## src/rtl/hex_pkg.sv

```systemverilog
`default_nettype none
// ============================================================================
// Module   : hex_pkg
// Brief    : Shared constants and types for the six-digit hex display block.
// Revision : 1.0 - initial release
// ============================================================================
package hex_pkg;

  localparam int NUM_DIGITS = 6;
  localparam int DIGIT_W    = 4;

  // All segments dark (segments are active-low)
  localparam logic [6:0] HEX_BLANK = 7'h7F;

  // Controller states
  localparam logic [0:0] IDLE = 1'b0;
  localparam logic [0:0] SCAN = 1'b1;

  typedef logic [DIGIT_W-1:0] digit_t;
  typedef logic [6:0]         seg_t;

endpackage
`default_nettype wire

```

## src/rtl/hex_decoder.sv

```systemverilog
`default_nettype none
// ============================================================================
// Module   : hex_decoder
// Brief    : 4-bit value to active-low seven-segment glyph (0-9, A b C d E F).
//            Output bit 0 = segment a ... bit 6 = segment g.
// Revision : 1.0 - initial release
// ============================================================================
module hex_decoder
  import hex_pkg::*;
(
  input  digit_t nibble,
  output seg_t   seg
);

  // Glyph lookup
  always_comb begin
    seg = HEX_BLANK;
    case (nibble)
      4'h0: seg = 7'h40;
      4'h1: seg = 7'h79;
      4'h2: seg = 7'h24;
      4'h3: seg = 7'h30;
      4'h4: seg = 7'h19;
      4'h5: seg = 7'h12;
      4'h6: seg = 7'h02;
      4'h7: seg = 7'h78;
      4'h8: seg = 7'h00;
      4'h9: seg = 7'h10;
      4'hA: seg = 7'h08;
      4'hB: seg = 7'h03;
      4'hC: seg = 7'h46;
      4'hD: seg = 7'h21;
      4'hE: seg = 7'h06;
      4'hF: seg = 7'h0E;
      default: seg = HEX_BLANK;
    endcase
  end

endmodule
`default_nettype wire

```

## src/rtl/hex_display_ctrl.sv

```systemverilog
`default_nettype none
// ============================================================================
// Module   : hex_display_ctrl
// Brief    : Two-requester arbiter owning the six seven-segment displays.
//            An accepted 24-bit value is copied into the digit registers one
//            digit per cycle; segment outputs are registered, active-low.
//            Optional feature macro: HEX_BLINK_EN (per-digit blinking driven
//            by blink_mask with a BLINK_DIV-cycle half-period).
// Revision : 1.0 - initial release
// ============================================================================
module hex_display_ctrl
  import hex_pkg::*;
#(
  parameter int unsigned BLINK_DIV = 25_000_000
) (
  input  logic        clk,
  input  logic        reset,
  input  logic [1:0]  req_valid,
  output logic [1:0]  req_ready,
  input  logic [23:0] req0_data,
  input  logic [23:0] req1_data,
  input  logic [5:0]  req0_en,
  input  logic [5:0]  req1_en,
  input  logic [5:0]  blink_mask,
  output logic        busy,
  output logic [6:0]  hex0,
  output logic [6:0]  hex1,
  output logic [6:0]  hex2,
  output logic [6:0]  hex3,
  output logic [6:0]  hex4,
  output logic [6:0]  hex5
);

  logic [0:0]                            state;
  logic                                  last_grant;
  logic [2:0]                            idx;
  logic [NUM_DIGITS*DIGIT_W-1:0]         shadow_data;
  logic [NUM_DIGITS-1:0]                 shadow_en;
  logic [NUM_DIGITS-1:0][DIGIT_W-1:0]    digit;
  logic [NUM_DIGITS-1:0]                 en_reg;
  logic [NUM_DIGITS-1:0][6:0]            dec_seg;
  logic [NUM_DIGITS-1:0][6:0]            seg_next;
  logic [NUM_DIGITS-1:0][6:0]            hex_reg;
  logic                                  grant_valid;
  logic                                  grant_sel;

  // Round-robin grant, only offered while idle; a tie goes to the requester
  // that did not win last time
  always_comb begin
    grant_valid = (state == IDLE) && !reset && (|req_valid);
    grant_sel   = 1'b0;
    if (req_valid[0] && req_valid[1]) begin
      grant_sel = ~last_grant;
    end else begin
      grant_sel = req_valid[1];
    end
  end

  assign req_ready = grant_valid ? (grant_sel ? 2'b10 : 2'b01) : 2'b00;
  assign busy      = (state == SCAN);

  // Handshake capture and digit-index sequencing
  always_ff @(posedge clk) begin
    if (reset) begin
      state       <= IDLE;
      last_grant  <= 1'b1;
      idx         <= 3'd0;
      shadow_data <= '0;
      shadow_en   <= '0;
    end else begin
      case (state)
        IDLE: begin
          if (grant_valid) begin
            shadow_data <= grant_sel ? req1_data : req0_data;
            shadow_en   <= grant_sel ? req1_en   : req0_en;
            last_grant  <= grant_sel;
            idx         <= 3'd0;
            state       <= SCAN;
          end
        end
        SCAN: begin
          if (idx == 3'(NUM_DIGITS - 1)) begin
            idx   <= 3'd0;
            state <= IDLE;
          end else begin
            idx <= idx + 3'd1;
          end
        end
        default: state <= IDLE;
      endcase
    end
  end

  // Copy one shadow digit and its enable into the display registers per cycle
  always_ff @(posedge clk) begin
    if (reset) begin
      digit  <= '0;
      en_reg <= '0;
    end else if (state == SCAN) begin
      digit[idx]  <= shadow_data[idx*DIGIT_W +: DIGIT_W];
      en_reg[idx] <= shadow_en[idx];
    end
  end

`ifdef HEX_BLINK_EN
  localparam int CNT_W = (BLINK_DIV > 1) ? $clog2(BLINK_DIV) : 1;

  logic [CNT_W-1:0] blink_cnt;
  logic             blink_phase;

  // Free-running half-period counter; phase flips on each wrap
  always_ff @(posedge clk) begin
    if (reset) begin
      blink_cnt   <= '0;
      blink_phase <= 1'b0;
    end else if (blink_cnt == CNT_W'(BLINK_DIV - 1)) begin
      blink_cnt   <= '0;
      blink_phase <= ~blink_phase;
    end else begin
      blink_cnt <= blink_cnt + 1'b1;
    end
  end
`else
  logic unused_blink;
  assign unused_blink = ^{blink_mask, BLINK_DIV[0]};
`endif

  for (genvar n = 0; n < NUM_DIGITS; n++) begin : g_digit
    hex_decoder u_dec (
      .nibble (digit[n]),
      .seg    (dec_seg[n])
    );
`ifdef HEX_BLINK_EN
    assign seg_next[n] = (!en_reg[n] || (blink_phase && blink_mask[n])) ? HEX_BLANK : dec_seg[n];
`else
    assign seg_next[n] = en_reg[n] ? dec_seg[n] : HEX_BLANK;
`endif
  end

  // Register the segment drive every cycle
  always_ff @(posedge clk) begin
    if (reset) begin
      hex_reg <= {NUM_DIGITS{HEX_BLANK}};
    end else begin
      hex_reg <= seg_next;
    end
  end

  assign hex0 = hex_reg[0];
  assign hex1 = hex_reg[1];
  assign hex2 = hex_reg[2];
  assign hex3 = hex_reg[3];
  assign hex4 = hex_reg[4];
  assign hex5 = hex_reg[5];

endmodule
`default_nettype wire

```

## config.mk

```make
export PLATFORM = sky130hd
export DESIGN_NAME = hex_display_ctrl
export DESIGN_NICKNAME = d
export VERILOG_FILES = /design/src/rtl/hex_pkg.sv /design/src/rtl/hex_decoder.sv /design/src/rtl/hex_display_ctrl.sv
export SDC_FILE = /design/constraint.sdc
export NUM_CORES = 1
export LEC_CHECK = 0
export CAP_MARGIN = 25
export CORE_ASPECT_RATIO = 1.1
export CORE_UTILIZATION = 58
export CTS_BUF_LIST = sky130_fd_sc_hd__clkbuf_8
export DETAILED_ROUTE_END_ITERATION = 10
export DONT_BUFFER_PORTS = 1
export PLACE_DENSITY = 0.72
export RECOVER_POWER = 25
export SLEW_MARGIN = 20
export SYNTH_ARGS = -nofsm -noshare
export SYNTH_HDL_FRONTEND = slang
export SYNTH_SLANG_ARGS = --single-unit
```

## constraint.sdc

```tcl
create_clock -name clk -period 4.1 [get_ports clk]
set_clock_uncertainty 0.1 [all_clocks]
set_input_delay 0.82 -clock clk [delete_from_list [all_inputs] [get_ports clk]]
set_output_delay 0.82 -clock clk [all_outputs]
set_load 0.05 [all_outputs]
```

==> results of run 1 <==
worst register-to-register path: cells and delay by family (launching register included):
| family | cells | cell delay, ns |
|---|---|---|
| adders and majority gates | 1 | 0.33 |
| DFF | 1 | 0.47 |
| and+or+nand+nor | 1 | 0.35 |
| muxes | 1 | 0.43 |
| buffers and inverters | 2 | 0.20 |
where the power goes:
part | switching [µW] | internal (µW)
clock network | 360 | 244
logic | 68.0 | 41.1
registers | 25.8 | 1060
total | 454 | 1350
cell type report:
cell class | count | area [µm²] | area share
timing repair buffer | 7 | 67.56 | 0.01225
sequential | 107 | 2142 | 0.3885
tap | 114 | 142.6 | 0.02587
clock inverter | 6 | 47.55 | 0.008623
inverter | 27 | 101.3 | 0.01838
clock buffer | 10 | 137.6 | 0.02496
multi-input combinational | 418 | 2875 | 0.5214
worst paths after layout:
kind                                      to  slack, ns  cells past startpoint
worst max-delay path            req_ready[1]       1.47                      3
worst min-delay path               digit[18]       0.37                      2
worst max register to register       hex5[3]       2.12                      5
worst min register to register     digit[18]       0.37                      2
metal layers:
metal	global-route usage	up-vias	part of all wire
met5	0	-	0
met4	0.1077	0	0.021
met3	0.03540	19	0.049
met2	0.4078	119	0.48
met1	0.3066	2010	0.45
li1	-	2114	-
Yosys cell counts, types with 3 or more instances:
cell        n
a31oi_1    30
o311ai_0    4
mux2i_1    30
ha_1       42
buf_2      16
nor2_1     32
a21oi_1    22
nor2b_1    11
a211o_1     3
nand2_1    37
nand3_1    52
dfxtp_1   107
o211ai_1   34
buf_1       3
clkbuf_1   33
mux2_2      9
nand2b_1   10
o21ai_0    37
inv_1      26
nand4_1    39
kinds of logic after synthesis:
logic type                 Yosys count  synth area share
muxes                               40           0.07913
DFF                                107            0.3996
and+or+nand+nor                    196            0.1947
adders and majority gates           42           0.09804
AOI/OAI and AO/OA                  140            0.1646
buffers and inverters               82           0.06396
through the flow:
| step | area (µm²) | util | cells | hold WS [ns] | setup WS (ns) |
|---|---|---|---|---|---|
| 6_report | 5514 | 0.6183 | 689 | 0.3685 | 1.473 |
| 5_1_grt | 5514 | 0.6183 | 689 | 0.3736 | 1.428 |
| 4_1_cts | 5505 | 0.6173 | 688 | 0.3693 | 1.213 |
| 3_5_place_dp | 5320 | 0.5965 | 672 | 0.3548 | 1.486 |
| 3_3_place_gp | 5305 | 0.5948 | 671 | 0.3405 | 1.489 |
| 2_1_floorplan | 5360 | - | 607 | 0.3318 | 1.290 |
==> summary.txt, run 1 <==
STA
  • Fin. Hold Viols: 0
  • Setup violations, final: 0
  • Achievable Freq: 0.3806 GHz
  • Worst slew margin: 0.5196
  • Crit share post-route: 0.6408
  • Setup TNS: 0 ns
  • Min Tclk post-route: 2.627 ns
  • RSZ-0062 raised after global routing: false
  • Worst-margin pin slew: 0.7192 ns
  • Count of pins over their slew limit: 0

Min path
  • HP Start: shadow_data[18]
  • Hold Path Class: flip-flop to flip-flop

Floorplan
  • Die width: 93.66 µm
  • Starting density of the core: 0.6010
  • Die area: 9631 µm²
  • Boundary Pins: 115
  • Core Region: 8919 µm²
  • Die height: 102.8 µm
  • Num rows: 36

Pwr
  • Worst vdd ir: 0.1403 mV
  • Tot Pwr: 1800 µW
  • Power Density: 326.5 nW/µm²
  • P_leak: 0.001764 µW

Layout
  • Fraction of layout cells with a size suffix above 1: 0.06609
  • # fillers: 789
  • Top flop regs: digit: 24 flops, shadow_data: 24 flops
  • Ant. Diodes: 0
  • Most frequent cells in the layout: 107 x dfxtp_1, 52 x nand3_1, 42 x ha_1
  • Nets: 682
  • Synth-to-Final Area Change: 2.871%
  • Commonest non-fill, non-tap cell in the layout: dfxtp_1

Place
  • Dpl hpwl: 7854 µm
  • Buffers added on ports: 0
  • Gpl congestion: 0.8529

GRT
  • Initial antenna violation count: 0
  • Number of global-route vias before repair: 3,801
  • First-pass GRT wire length: 18,230 µm
  • GRT Total Usage: 0.2411
  • Largest net degree at the start of global routing: 76
  • Gr ovfl total: 0

Logic synthesis
  • Top cell type's share of synthesized area: 0.3996
  • Mapped Cells: 607
  • Main flop type after synthesis: dfxtp_1
  • Post-synth top area cell: dfxtp_1
  • Synth warn: 0
  • Syn_nets: 719
  • Avg Inst Size Synth: 8.831 µm²
  • Post-synthesis sequential area ratio: 0.3996
  • Post-synth EDFFs: 0
  • #FFs+latches synth: 107
  • Cell Area, Synth: 5360 µm²
  • Top post-synthesis cells by area: dfxtp_1 40%, ha_1 9.8%, mux2i_1 5.6%
  • Post-synth cell types: 44
  • Asr flop ratio synth: 0

Clocking
  • Postcts setup bufs: 0
  • CTS root buf: clkbuf_8
  • CTS tree: yes
  • Worst skew pair latency: 0.38 ns
  • Cts bufs inserted: 9
  • Cts repair resizes: 0
  • Post-CTS Hold Buffers: 0
  • Clock sink count: 107
  • Max clock buf depth: 2
  • H-tree levels: 3
  • Worst-path clk slew: 0.10 ns

Critical path
  • CP Capture Type: output pin
  • Crit start category: primary input
  • Critical path class: primary input to output pin
  • Buf/Inv on CP: 1
  • Worst r2r src: digit[20]
  • Crit-path max FO: 31
  • Crit. Startpoint: req_valid[0]
  • CP delay by family, top: simple AND/OR/NAND/NOR gates
  • WP data arrival: 1.71 ns
  • Req. time, crit path: 3.18 ns
  • CP max stage delay: 0.53 ns
  • CP cell instances: nand2_1 > buf_4 > and3_1
  • CP max-delay cell: and3_1

Routing
  • DR WL/cell: 16.32 µm
  • Remaining DRCs: 0
  • Vias per Instance: 6.186
  • Post-Route WL: 11,250 µm
  • Antenna-violating nets left: 0
  • 1st-iter DRT viols: 259
  • DR vias: 4,262
  • Drt pass-1 iters: 4

Status
  • Status: completed

Flow run
  • Max_cap viols: 0
No activity file was read; power rests on OpenSTA's default activity.
==> run 2: changes to the inputs <==
PLACE_DENSITY = 0.74   (was 0.72)
clock period = 2.4 ns   (was 4.1 ns; I/O delays follow)
==> run 2 against run 1 <==
Compared with the run above: final area increased by 1.8%; sequential power grew 70%; non-clock buffer count increased by 4; largest cell class unchanged; count of clock-buffer cells in the layout decreased by 1; core utilization increased by 1.1 points; via count is 1.1% lower; critical endpoint unchanged; combinational power rose by 81%; routed wire length rose by 0.34%; sequential share of layout area is 0.70 points lower; first-iteration DRC count decreased by 22%.
==> summary.txt, run 2 (synthesized netlist as in run 1, its figures left out) <==
Status
  • Status: completed

STA
  • Setup violations, final: 0 (unchanged)
  • Achievable Freq: 0.4805 GHz
  • Min Hold Slack: 0.06641 ns (-0.3021 ns)
  • Min Tclk post-route: 2.081 ns
  • Setup TNS: 0 ns (unchanged)
  • Worst slew margin: 0.6130 (+0.09347)
  • Fin. Hold Viols: 0 (unchanged)
  • Count of pins over their slew limit: 0 (unchanged)
  • RSZ-0062 raised after global routing: false
  • Worst-margin pin slew: 0.5793 ns (-0.1399 ns)
  • Crit share post-route: 0.8672

Min path
  • Hold Path Class: primary input to flip-flop

GRT
  • Largest net degree at the start of global routing: 76 (unchanged)
  • Initial antenna violation count: 0 (unchanged)
  • First-pass GRT wire length: 17,990 µm (-1.3%)
  • GRT Total Usage: 0.2371 (-0.004010)
  • Gr ovfl total: 0 (unchanged)
  • Number of global-route vias before repair: 3,764 (-0.97%)

Critical path
  • Req. time, crit path: 1.82 ns (-1.36 ns)
  • CP Capture Type: output pin
  • WP data arrival: 1.50 ns (-0.21 ns)
  • Critical path class: flip-flop to output pin
  • R2r setup slk: 0.40 ns (-1.72 ns)
  • Worst R2R End: hex5[3]
  • CP Depth: 3 (unchanged)
  • Crit start category: flip-flop
  • Crit path to: req_ready[1]
  • CP max stage delay: 0.37 ns (-0.16 ns)
  • CP cell instances: nor2_2 > and3_1 > buf_12
  • Worst r2r src: digit[20]
  • CP delay by family, top: simple AND/OR/NAND/NOR gates
  • Worst r2r path cells: 5 (unchanged)
  • CP max-delay cell: nor2_2
  • Buf/Inv on CP: 1 (unchanged)
  • Crit-path max FO: 12 (-61%)
  • Crit. Startpoint: busy

Layout
  • Nets: 686 (+0.59%)
  • Top flop regs: digit: 24 flops, shadow_data: 24 flops
  • Ant. Diodes: 0 (unchanged)
  • Synth-to-Final Area Change: 4.762%
  • Fraction of layout cells with a size suffix above 1: 0.07254 (+0.006452)
  • Final core occ: 0.6296 (+0.01136)
  • Most frequent cells in the layout: 107 x dfxtp_1, 52 x nand3_1, 42 x ha_1
  • # fillers: 765 (-3.0%)
  • Commonest non-fill, non-tap cell in the layout: dfxtp_1

Floorplan
  • Num rows: 36 (unchanged)
  • Core Region: 8919 µm² (unchanged)
  • Die height: 102.8 µm (unchanged)
  • Boundary Pins: 115 (unchanged)
  • Die area: 9631 µm² (unchanged)
  • Die width: 93.66 µm (unchanged)
  • Starting density of the core: 0.6010 (unchanged)

Routing
  • DR vias: 4,215 (-1.1%)
  • Post-Route WL: 11,280 µm (+0.34%)
  • DR WL/cell: 16.28 µm (-0.24%)
  • Antenna-violating nets left: 0 (unchanged)
  • Remaining DRCs: 0 (unchanged)
  • Vias per Instance: 6.082 (-1.7%)
  • 1st-iter DRT viols: 202 (-22%)
  • Drt pass-1 iters: 4 (unchanged)

Clocking
  • Worst-path clk slew: 0.10 ns (about the same)
  • Cts repair resizes: 0 (unchanged)
  • CTS root buf: clkbuf_8
  • Cts bufs inserted: 9 (unchanged)
  • Post-CTS Hold Buffers: 0 (unchanged)
  • H-tree levels: 3 (unchanged)
  • Worst skew pair latency: 0.37 ns (about the same)
  • Clock sink count: 107 (unchanged)
  • Postcts setup bufs: 0 (unchanged)
  • CTS tree: yes
  • Max clock buf depth: 2 (unchanged)

Pwr
  • P_leak: 0.001825 µW (+3.4%)
  • Power Density: 594.7 nW/µm² (+82%)
  • Worst vdd ir: 0.3349 mV (+140%)

Place
  • Dpl hpwl: 7969 µm (+1.5%)
  • Gpl congestion: 0.8721 (+2.3%)
  • Buffers added on ports: 0 (unchanged)

Flow run
  • Max_cap viols: 0 (unchanged)
[run 2: how the worst min path moves through the flow]
| stage | end | startpoint | slack (ns) | cells past startpoint |
|---|---|---|---|---|
| global placement | en_reg[4] | en_reg[4] | 0.34 | 2 |
| CTS | shadow_en[2] | reset | 0.05 | 1 |
| floorplan | en_reg[4] | en_reg[4] | 0.33 | 2 |
| detailed placement | en_reg[4] | en_reg[4] | 0.34 | 2 |
| finish | shadow_data[4] | reset | 0.07 | 1 |
| global route | shadow_en[2] | reset | 0.04 | 1 |
[run 2: layout make-up]
class,count,area (µm²),share of cell area
tap,114,142.6,0.02540
sequential,107,2142,0.3815
clock buffer,9,123.9,0.02206
inverter,27,101.3,0.01805
multi-input combinational,418,2882,0.5131
timing repair buffer,11,107.6,0.01916
clock inverter,7,116.4,0.02072
[run 2: stage by stage]
step	instances	area (µm²)	setup slack, ns	total power, µW
finish	693	5615	0.3186	3339
global route	693	5615	0.2522	3475
CTS	693	5615	0.3088	3369
detailed placement	677	5375	0.4310	2091
global placement	677	5375	0.4801	2085
floorplan	607	5360	0.2245	2057
[run 2: worst register-to-register path: stages, from the launching register on]
cell     delay [ns]
dfxtp_1        0.47
inv_1          0.16
ha_1           0.34
inv_1          0.05
mux4_2         0.43
or3b_1         0.34
[run 2: power breakdown]
group | total (µW) | internal [µW] | switching, µW
Combinational | 197 | 75.9 | 121
Clock | 1290 | 691 | 599
Sequential | 1850 | 1810 | 41.3
Total | 3340 | 2580 | 761
[run 2: routing by layer]
layer / vias up / wire, µm / part of all wire / GRT usage
li1: 2118 / - / - / -
met1: 1963 / 5114 / 0.45 / 0.3013
met2: 115 / 5441 / 0.48 / 0.4044
met3: 19 / 455 / 0.040 / 0.03319
met4: 0 / 272 / 0.024 / 0.1018
met5: - / 0 / 0 / 0
